$ cat src/rtl/viterbi_decoder_if.sv
// Symbol-stream bundle between the demodulator (master) and the Viterbi decoder (slave).
// The bundle carries the received symbol, the stream-valid flag and the decoded-bit strobe.
interface viterbi_decoder_if;
  logic [1:0] Rx;
  logic       seqrdy;
  logic       Dx;
  logic       oen;

  modport master (
    output Rx,
    output seqrdy,
    input  Dx,
    input  oen
  );

  modport slave (
    input  Rx,
    input  seqrdy,
    output Dx,
    output oen
  );
endinterface

$ cat src/rtl/viterbi_decoder.sv
// Hard-decision rate-1/2, K=4 Viterbi decoder (g0=1011, g1=1111) with a circular survivor
// memory and a TB_DEPTH-step traceback that emits one decoded bit per symbol once the window fills.
module viterbi_decoder #(
  parameter int TB_DEPTH = 15,
  parameter int PM_W     = 8
) (
  input  logic              clock,
  input  logic              reset,
  viterbi_decoder_if.slave  sym
);

  localparam int PTR_W = $clog2(TB_DEPTH);
  localparam int CNT_W = $clog2(TB_DEPTH + 2);
  localparam logic [PTR_W-1:0] LAST_COL = PTR_W'(TB_DEPTH - 1);
  localparam logic [CNT_W-1:0] FULL_CNT = CNT_W'(TB_DEPTH + 1);
  localparam logic [PM_W-1:0]  PM_INIT  = PM_W'(16);

  typedef enum logic [2:0] {IDLE, BM, ACS, NORM, TRACE, OUT} state_t;

  state_t            state;
  logic [1:0]        bm [8];
  logic [PM_W-1:0]   pm [8];
  logic [7:0]        surv [TB_DEPTH];
  logic [PTR_W-1:0]  write_ptr;
  logic [PTR_W-1:0]  trace_ptr;
  logic [PTR_W-1:0]  trace_cnt;
  logic [CNT_W-1:0]  sym_count;
  logic [2:0]        trace_s;
  logic              dx_q;
  logic              oen_q;

  logic [1:0]        bm_next [8];
  logic [PM_W-1:0]   acs_pm [8];
  logic [7:0]        acs_sel;
  logic [PM_W-1:0]   min_pm;
  logic [2:0]        min_state;

  // bm[p] is the metric of the u=0 branch leaving p; the u=1 branch flips both code bits,
  // so its metric is 2-bm[p] and only 8 metrics need storing.
  for (genvar p = 0; p < 8; p++) begin : g_bm
    localparam logic [2:0] PS = 3'(p);
    localparam logic C0 = PS[1] ^ PS[0];
    localparam logic C1 = PS[2] ^ PS[1] ^ PS[0];
    assign bm_next[p] = {1'b0, sym.Rx[1] ^ C0} + {1'b0, sym.Rx[0] ^ C1};
  end

  for (genvar n = 0; n < 8; n++) begin : g_acs
    localparam logic [2:0] NS = 3'(n);
    localparam logic [2:0] P0 = {NS[1:0], 1'b0};
    localparam logic [2:0] P1 = {NS[1:0], 1'b1};
    localparam logic       U  = NS[2];
    logic [1:0]    bm0;
    logic [1:0]    bm1;
    logic [PM_W:0] m0;
    logic [PM_W:0] m1;
    logic [PM_W:0] best;
    assign bm0  = U ? (2'd2 - bm[P0]) : bm[P0];
    assign bm1  = U ? (2'd2 - bm[P1]) : bm[P1];
    assign m0   = {1'b0, pm[P0]} + {{(PM_W-1){1'b0}}, bm0};
    assign m1   = {1'b0, pm[P1]} + {{(PM_W-1){1'b0}}, bm1};
    assign acs_sel[n] = (m1 < m0);
    assign best = acs_sel[n] ? m1 : m0;
    assign acs_pm[n]  = best[PM_W] ? {PM_W{1'b1}} : best[PM_W-1:0];
  end

  // Linear scan keeps the lowest index on ties, which the traceback start relies on.
  always_comb begin
    min_pm    = pm[0];
    min_state = 3'd0;
    for (int i = 1; i < 8; i++) begin
      if (pm[i] < min_pm) begin
        min_pm    = pm[i];
        min_state = 3'(i);
      end
    end
  end

  always_ff @(posedge clock or negedge reset) begin
    if (!reset) begin
      state     <= IDLE;
      dx_q      <= 1'b0;
      oen_q     <= 1'b0;
      write_ptr <= '0;
      trace_ptr <= '0;
      trace_cnt <= '0;
      trace_s   <= '0;
      sym_count <= '0;
      for (int i = 0; i < 8; i++) begin
        pm[i] <= (i == 0) ? {PM_W{1'b0}} : PM_INIT;
        bm[i] <= 2'd0;
      end
      for (int j = 0; j < TB_DEPTH; j++) begin
        surv[j] <= 8'd0;
      end
    end else begin
      oen_q <= 1'b0;
      case (state)
        IDLE: begin
          if (sym.seqrdy) state <= BM;
        end
        BM: begin
          for (int i = 0; i < 8; i++) bm[i] <= bm_next[i];
          state <= ACS;
        end
        ACS: begin
          for (int i = 0; i < 8; i++) pm[i] <= acs_pm[i];
          surv[write_ptr] <= acs_sel;
          write_ptr <= (write_ptr == LAST_COL) ? '0 : write_ptr + 1'b1;
          if (sym_count != FULL_CNT) sym_count <= sym_count + 1'b1;
          state <= NORM;
        end
        NORM: begin
          for (int i = 0; i < 8; i++) pm[i] <= pm[i] - min_pm;
          if (sym_count == FULL_CNT) begin
            trace_s   <= min_state;
            trace_ptr <= (write_ptr == '0) ? LAST_COL : write_ptr - 1'b1;
            trace_cnt <= '0;
            state     <= TRACE;
          end else begin
            state <= sym.seqrdy ? BM : IDLE;
          end
        end
        // The last step's new s[2] is the current s[1], so Dx is loaded on entry to OUT.
        TRACE: begin
          trace_s   <= {trace_s[1:0], surv[trace_ptr][trace_s]};
          trace_ptr <= (trace_ptr == '0) ? LAST_COL : trace_ptr - 1'b1;
          trace_cnt <= trace_cnt + 1'b1;
          if (trace_cnt == LAST_COL) begin
            dx_q  <= trace_s[1];
            oen_q <= 1'b1;
            state <= OUT;
          end
        end
        OUT: begin
          state <= sym.seqrdy ? BM : IDLE;
        end
        default: state <= IDLE;
      endcase
    end
  end

  assign sym.Dx  = dx_q;
  assign sym.oen = oen_q;

endmodule

$ cat src/flat_wrapper.sv
// flat-port wrapper written by rule: the top's interface ports become plain ports
module viterbi_decoder_flat 
#(
  parameter int TB_DEPTH = 15,
  parameter int PM_W     = 8
)
  (clock, reset, sym_Rx, sym_seqrdy, sym_Dx, sym_oen);
  viterbi_decoder_if sym_i ();
  input  logic clock;
  input  logic reset;
  input wire logic [$bits(sym_i.Rx)-1:0] sym_Rx;
  input wire logic [$bits(sym_i.seqrdy)-1:0] sym_seqrdy;
  output wire logic [$bits(sym_i.Dx)-1:0] sym_Dx;
  output wire logic [$bits(sym_i.oen)-1:0] sym_oen;
  assign sym_i.Rx = sym_Rx;
  assign sym_i.seqrdy = sym_seqrdy;
  assign sym_Dx = sym_i.Dx;
  assign sym_oen = sym_i.oen;
  viterbi_decoder #(.TB_DEPTH(TB_DEPTH), .PM_W(PM_W)) u_core (.clock(clock), .reset(reset), .sym(sym_i));
endmodule
$ cat config.mk
export PLATFORM = sky130hd
export DESIGN_NAME = viterbi_decoder_flat
export DESIGN_NICKNAME = d
export VERILOG_FILES = /design/src/rtl/viterbi_decoder_if.sv /design/src/rtl/viterbi_decoder.sv /design/src/flat_wrapper.sv
export SDC_FILE = /design/constraint.sdc
export NUM_CORES = 1
export LEC_CHECK = 0
export CAP_MARGIN = 20
export CORE_MARGIN = 2
export CORE_UTILIZATION = 45
export DETAILED_ROUTE_END_ITERATION = 7
export SLEW_MARGIN = 20
export SYNTH_ARGS = -nofsm -noshare
export SYNTH_HDL_FRONTEND = slang
export SYNTH_SLANG_ARGS = --single-unit
$ cat constraint.sdc
create_clock -name clock -period 34.3 [get_ports clock]
set_input_delay 6.86 -clock clock [delete_from_list [all_inputs] [get_ports clock]]
set_output_delay 6.86 -clock clock [all_outputs]
set_load 0.02 [all_outputs]
# Word-level counts from Yosys, hierarchy flattened
# Cells that the tools add are included.
# totals
in_bits,5
reg_bits,217
# op_classes
add_sub_neg,37
eq_ne,12
reduce_logical,10
bitwise_logic,4
magnitude_cmp,19
muxes,55
# op_table
operator,count
adder 8 x 2 -> 9 bit,16
two-way mux 8 bit,18
case mux 64 bit (2 select lines),1
bitwise mux 120 bit,1
less-than comparator 9 bit,8
two-way mux 9 bit,8
subtractor 8 bit,8
less-than comparator 8 bit,7
binary-select mux 8 bit (select 4 bit),1
demux 8 bit (select 4 bit),1
two-way mux 3 bit,10
two-way mux 4 bit,5
case mux 3 bit (6 select lines),1
case mux 4 bit (2 select lines),2
"greater-or-equal comparator 5 bit, second input constant",2
inverter 4 -> 5 bit,2
adder 1 x 1 -> 2 bit,4
"adder 4 x 1 -> 4 bit, second input constant",2
"== test 4 bit, second input constant",2
zero test 4 bit,2
AND reduction 2 bit,4
"subtractor 2 bit, first input constant",4
"subtractor 4 x 1 -> 4 bit, second input constant",2
"== test 3 x 2 -> 1 bit, second input constant",2
16 further kinds,24

# Longest topological paths before layout
# Gate-level depths: netlist of the first run.
# depth
word_depth,16
ltp_mapped,84
depth_no_buf,75

# Least setup slack after synthesis of the first run
# Ideal clock, no wire load.
# synth_timing
path_kind,register -> register
start,reg u_core.pm[62] (netlist bit)
end,reg u_core.pm[14] (netlist bit)
stages_incl_launch_ff,82
synth_period_minus_slack_ns,15.843
required_time_ns,34.163
arrival_time_ns,15.706
setup_slack_ns,18.457
path_buffers,9
path_cell_list,dfrtp_1 -> clkbuf_1 -> inv_1 -> ha_1 -> a21o_1 -> a221oi_1 -> o21a_1 -> clkbuf_1 -> clkbuf_1 -> nor2_1 -> a21oi_1 -> ha_1 -> and4_1 -> nand4_1 -> o21ai_0 -> or4_4 -> or3_1 -> buf_6 -> [... 46 more ...] -> o21ai_0 -> nand2b_1 -> a31oi_1 -> o31a_1 -> buf_6 -> clkbuf_1 -> clkbuf_1 -> mux2_2 -> ha_1 -> inv_1 -> ha_1 -> a21o_1 -> maj3_1 -> maj3_2 -> maj3_2 -> maj3_2 -> xnor2_1 -> a21oi_1
# synth_between
elab_chain_len,16
# synth_rtl
item,line,text
start: declaration,viterbi_decoder.sv:22,logic [PM_W-1:0] pm [8];
start signal: indexed assignment,viterbi_decoder.sv:89,pm[i] <= (i == 0) ? {PM_W{1'b0}} : PM_INIT;
less-than comparator 8 bit,viterbi_decoder.sv:71,if (pm[i] < min_pm) begin
two-way mux 8 bit (*),viterbi_decoder.sv:71,
less-than comparator 8 bit,viterbi_decoder.sv:71,
two-way mux 8 bit (*),viterbi_decoder.sv:71,
less-than comparator 8 bit,viterbi_decoder.sv:71,
two-way mux 8 bit (*),viterbi_decoder.sv:71,
less-than comparator 8 bit,viterbi_decoder.sv:71,
two-way mux 8 bit (*),viterbi_decoder.sv:71,
less-than comparator 8 bit,viterbi_decoder.sv:71,
two-way mux 8 bit (*),viterbi_decoder.sv:71,
less-than comparator 8 bit,viterbi_decoder.sv:71,
two-way mux 8 bit (*),viterbi_decoder.sv:71,
less-than comparator 8 bit,viterbi_decoder.sv:71,
two-way mux 8 bit (*),viterbi_decoder.sv:71,
subtractor 8 bit (*),viterbi_decoder.sv:113,for (int i = 0; i < 8; i++) pm[i] <= pm[i] - min_pm;
case mux 64 bit (2 select lines) (*),viterbi_decoder.sv:97,case (state)
# Every way passes the cells marked *; elsewhere a longest branch is shown, timed or not.
# A chain may end at the register's enable or synchronous reset.

# Worst setup path in the final report of the first run
# layout_timing
start,reg u_core.pm[60] (netlist bit)
end,reg u_core.pm[46] (netlist bit)
# The elaborated chain is that of the path after synthesis.

==> results of run 1 <==
==> cells by family after synthesis <==
group,Yosys count
mux,133
simple gates,659
flops,215
compound gates,615
buf+inv,257
xor+xnor,161
fa+ha+maj,242
==> synthesized netlist by cell type (all sizes together) (9+ instances only) <==
| cell | count | area, um2 |
|---|---|---|
| a21o | 51 | 383 |
| a21oi | 182 | 911 |
| a221oi | 28 | 270 |
| a31oi | 12 | 75.1 |
| and3 | 15 | 93.8 |
| buf | 29 | 164 |
| clkbuf | 130 | 489 |
| dfrtp | 208 | 5200 |
| fa | 16 | 320 |
| ha | 164 | 2050 |
| inv | 94 | 353 |
| maj3 | 62 | 662 |
| mux2 | 40 | 458 |
| mux2i | 84 | 841 |
| mux4 | 9 | 203 |
| nand2 | 246 | 926 |
| nand2b | 44 | 283 |
| nand3 | 65 | 330 |
| nand4 | 24 | 150 |
| nor2 | 167 | 627 |
| nor2b | 31 | 194 |
| nor3 | 17 | 85.1 |
| o211ai | 10 | 75.1 |
| o21ai | 202 | 1010 |
| o22ai | 46 | 288 |
| o311ai | 19 | 166 |
| or2 | 12 | 75.1 |
| xnor2 | 105 | 927 |
| xor2 | 56 | 490 |
==> critical path: cells and delay by family, from the launching register on <==
family,cells,cell delay [ns]
and+or+nand+nor,18,3.57
AOI/OAI and AO/OA,32,7.93
xor gates and xnor gates,2,0.30
DFF,1,0.59
muxes,2,0.65
adders and majority gates,12,3.81
buffers and inverters,6,0.98
==> routing by layer <==
layer  vias up  GRT usage [%]  wire (um)
li1       7926              -          -
met1      8101           38.1      27600
met2       504           44.1      27100
met3       111           4.14       3860
met4         0           8.74       1860
met5         -              0          0
==> sequential cells by signal, indices dropped and copies added, names as in the netlist <==
signal	count
u_core.g_acs.bm0	2
u_core.sym_count	5
u_core.sym.Dx	1
u_core.surv	120
u_core.trace_cnt	4
u_core.sym.oen	1
u_core.state	3
u_core.pm	64
u_core.trace_s	3
u_core.g_acs.bm1	4
u_core.write_ptr	4
u_core.trace_ptr	4
==> per-stage QoR <==
step / hold slack, ns / cell area [um2] / cells / setup slack [ns]
after global routing: 0.496 / 20400 / 2740 / 15.09
after floorplan: 0.438 / 19200 / 2282 / 18.46
final: 0.465 / 20400 / 2741 / 16.31
after global placement: 0.457 / 19500 / 2692 / 17.03
after CTS: 0.472 / 20400 / 2740 / 16.42
after detailed placement: 0.461 / 19500 / 2692 / 16.42
==> layout make-up <==
class,count,area (um2)
multi-input cells,1810,12800
repair buffers,30,245
clock inverters,17,221
flip-flops and latches,215,5390
diodes,1,2.50
fillers,4119,21600
clock buffers,31,709
inverters,98,368
well taps,539,674
==> layout by cell type (no fill, tap or decap), types with 33 or more instances in the layout <==
cell	Yosys	routed
a21oi_1	182	181
inv_1	93	93
ha_1	164	164
nand2b_1	43	43
o22ai_1	46	46
o21ai_0	199	199
mux2i_1	84	82
xor2_1	56	56
nand3_1	64	64
a21o_1	51	51
xnor2_1	104	104
maj3_2	33	33
mux2_2	38	38
dfrtp_1	208	206
nand2_1	245	245
nor2_1	167	166
==> how the worst max path moves through the flow <==
stage	startpoint	end	slack, ns	cells after the start
after floorplan	u_core.pm[62]	u_core.pm[14]	18.46	81
after global placement	u_core.pm[60]	u_core.pm[62]	17.03	71
after detailed placement	u_core.pm[60]	u_core.pm[62]	16.42	70
after CTS	u_core.pm[60]	u_core.pm[62]	16.42	71
after global routing	u_core.pm[60]	u_core.pm[62]	15.09	72
final	u_core.pm[60]	u_core.pm[46]	16.31	72
==> results.cfg, run 1 <==
[worst_setup_path]
cpMaxStageDelayCell = or3_1
endpoint_kind = flop
r2r_start = u_core.pm[60]
required_ns = 34.73
cp.arrival_ns = 18.43
crit_path_frequent_cell = a21o_1
regToRegSetupSlack_ns = 16.31
r2r_end = u_core.pm[46]
cpPeakStageDelay_ns = 0.67
r2r_cells = 72
cp_max_fo = 20
crit_type = reg -> reg
worst_setup_path_start_kind = flop

[synthesis]
synth_compound_gate_area_share_pct = 19.6
muxShareOfSynthArea_pct = 7.82
synth_fp_nets = 2467
synth-edff-count = 0
syn_inst = 2282
yosys_warnings = 0
synth_area_um2 = 19200
ys_seq_area_share_pct = 28.1
synth_simple_gate_area_share_pct = 15.9
synth_top_family_by_area = compound AO/OA/AOI/OAI gates
ys_seq_elements = 215
synth_xor_area_share_pct = 7.39
async_flop_share_pct = 100
synth.distinct_cells = 89
syn_avg_cell_area_um2 = 8.41
synth_ff_type = dfrtp_1
synth_adder_area_share_pct = 15.8

[global_route]
grt_max_degree = 120
antenna_found_initial = 1
grt_first_pass_wirelength_mm = 94.8
grt_use_total_pct = 27.5
grt_pass1_vias = 16300
gr-total-overflow = 0

[sta]
finalCritPeriodShare_pct = 52.5
maxSlewHeadroom_pct = 24.2
hold_viol_final = 0
min_period_ns = 17.99
worst_pin_slew_ns = 1.14
fin_setup_tns_ns = 0
drv_slew = 0
max_freq_ghz = 0.0556
finalClockSkew_ns = 0.0130
rsz0062_at_grt = false
setup_viol = 0

[final_layout]
drive_gt1_share_pct = 9.27
finish.utilization_pct = 48.6
syn_to_final_growth_pct = 6.47
nets = 2366

[clock_tree]
cts_buffers = 26
clkLatencyLatePin_ns = 0.57
root_buffer = clkbuf_16
htreeDepth = 1
cts_hold_buf = 0
cts.sinks = 215
clk_pin_slew_ns = 0.06
cts_tree = yes
clockBufferDepth = 3
cts_setup_buffers = 0
cts_repair_resize_count = 0

[floorplan]
coreArea_um2 = 42000
io_pins = 7
die_height_um = 210
die_area_um2 = 44300
initial_core_util_pct = 45.6
fp.dieW_um = 210
rows = 75

[status]
outcome = finished clean

[routing]
drt_iter0_drc = 1449
ant_nets = 0
dr.pass1.iters = 6
drcViolationCount = 0
post_drt_via_cell_ratio = 6.07
avgRoutedWirePerCell_um = 22.0
vias = 16600
drt-total-wl_mm = 60.4

[place]
hpwlAfterDp_mm = 44.5
routabilityCongestion = 0.927
portBuffers = 6

[worst_hold_path]
hp-class = reg -> reg
hp-start = u_core.sym_count[4]
whs_endpoint = u_core.sym_count[4]
whs_path_depth = 1

[run]
timing.max_cap.violations = 0
Power of run 1 is not shown: default switching activity piles up to over one toggle a cycle in this logic, so the estimate is an artifact.
==> run 2: changes to the inputs <==
==> constraint.sdc (replaced) <==
create_clock -name clock -period 18.2 [get_ports clock]
set_input_delay 3.64 -clock clock [delete_from_list [all_inputs] [get_ports clock]]
set_output_delay 3.64 -clock clock [all_outputs]
set_load 0.02 [all_outputs]
==> results.cfg, run 2 (synthesized netlist as in run 1, its figures left out) <==
[status]
outcome = finished clean

[worst_hold_path]
hp-class = reg -> reg
whs_endpoint = u_core.surv[74]
whs_path_depth = 2
hp-start = u_core.surv[74]

[clock_tree]
htreeDepth = 1
root_buffer = clkbuf_16
clockBufferDepth = 3
cts.sinks = 215
clk_pin_slew_ns = 0.06
cts_buffers = 26
cts_tree = yes
cts_hold_buf = 0
clkLatencyLatePin_ns = 0.57

[sta]
drv_slew = 0
min_period_ns = 16.80
fin_setup_tns_ns = 0
rsz0062_at_grt = false
maxSlewHeadroom_pct = 25.7
max_freq_ghz = 0.0595
setup_viol = 0
hold_viol_final = 0
worst_pin_slew_ns = 1.09
finalClockSkew_ns = 0.0121
finalCritPeriodShare_pct = 92.3

[worst_setup_path]
cp_max_fo = 20
r2r_end = u_core.pm[30]
cp_num_buf_inv = 6
r2r_start = u_core.pm[62]
crit_type = reg -> reg
endpoint_kind = flop
critical_path_depth = 70
required_ns = 18.64
cpPeakStageDelay_ns = 0.59
regToRegSetupSlack_ns = 1.40
r2r_cells = 70
cp.arrival_ns = 17.23
critPathTopFamily = compound AO/OA/AOI/OAI gates
cpMaxStageDelayCell = a31o_2
crit_path_frequent_cell = a21o_1
worst_setup_path_start_kind = flop

[place]
placed_area_um2 = 19500
portBuffers = 6
hpwlAfterDp_mm = 44.9
routabilityCongestion = 0.946

[final_layout]
largest_reg_flops = 120
syn_to_final_growth_pct = 6.62
final_common_cell = nand2_1
design_area_um2 = 20500
drive_gt1_share_pct = 9.52
top_regs = u_core.surv x120, u_core.pm x64, u_core.sym_count x5
final_cell_mix = nand2_1, dfrtp_1, o21ai_0, a21oi_1, nor2_1
antenna_cells = 0
largest_register = u_core.surv
nets = 2370

[floorplan]
io_pins = 7
fp.dieW_um = 210
rows = 75
die_area_um2 = 44300
coreArea_um2 = 42000
die_height_um = 210
initial_core_util_pct = 45.6

[global_route]
grt_use_total_pct = 27.6
grt_pass1_vias = 16100
antenna_found_initial = 2
gr-total-overflow = 0
grt_first_pass_wirelength_mm = 95.0
grt_max_degree = 80

[routing]
avgRoutedWirePerCell_um = 22.2
drt_iter0_drc = 1445
drt-total-wl_mm = 61.0
post_drt_via_cell_ratio = 6.12
vias = 16800
dr.pass1.iters = 6
drcViolationCount = 0
ant_nets = 0

[run]
timing.max_cap.violations = 0
run 2: cell types whose count changed in the layout (fill, tap and decap cells not counted), sizes merged:
cell and delta:
buf +4, bufinv -1, clkbuf +4, clkinv -3
clkinvlp +1, diode -1, inv -1
run 2: timing repair:
item | in CTS | in global routing
buffers inserted | 0 | 3
hold endpoints to repair | 0 | 0
resized for setup | 0 | 5
endpoints found under the setup margin | 0 | 49
run 2: metal layers:
layer	global-route usage, %	part of all wire [%]	vias up
met5	0	0.021	-
met4	8.47	2.9	2
li1	-	-	7924
met1	38.2	45	8154
met3	4.13	6.8	128
met2	44.7	46	594
run 2: final cells by class:
cell class,instances,area (um2)
timing repair buffer,34,292
inverter,98,368
sequential,215,5390
tap,539,674
clock inverter,13,160
fill,4083,21600
multi-input combinational,1810,12800
clock buffer,35,744
run 2: worst min-delay path, cell delays in order, from the launching register on:
cell and delay, ns:
dfrtp_1 0.34, nand2_1 0.04, o21ai_0 0.06
run 2: how the worst max path moves through the flow:
stage	start	endpoint	slack [ns]
floorplan	u_core.pm[62]	u_core.pm[14]	2.36
global placement	u_core.pm[62]	u_core.pm[62]	0.91
detailed placement	u_core.pm[58]	u_core.pm[22]	0.57
CTS	u_core.pm[58]	u_core.pm[22]	0.48
global route	u_core.pm[60]	u_core.pm[6]	0.20
finish	u_core.pm[62]	u_core.pm[30]	1.40
run 2: stage by stage:
step	hold slack [ns]	cells	utilization [%]	setup WS (ns)
after CTS	0.479	2741	48.5	0.479
after global routing	0.502	2744	48.7	0.197
after global placement	0.457	2693	46.4	0.910
after detailed placement	0.466	2693	46.4	0.568
after floorplan	0.438	2282	-	2.36
final	0.477	2744	48.7	1.40
Power of run 2 is left out for the same reason.
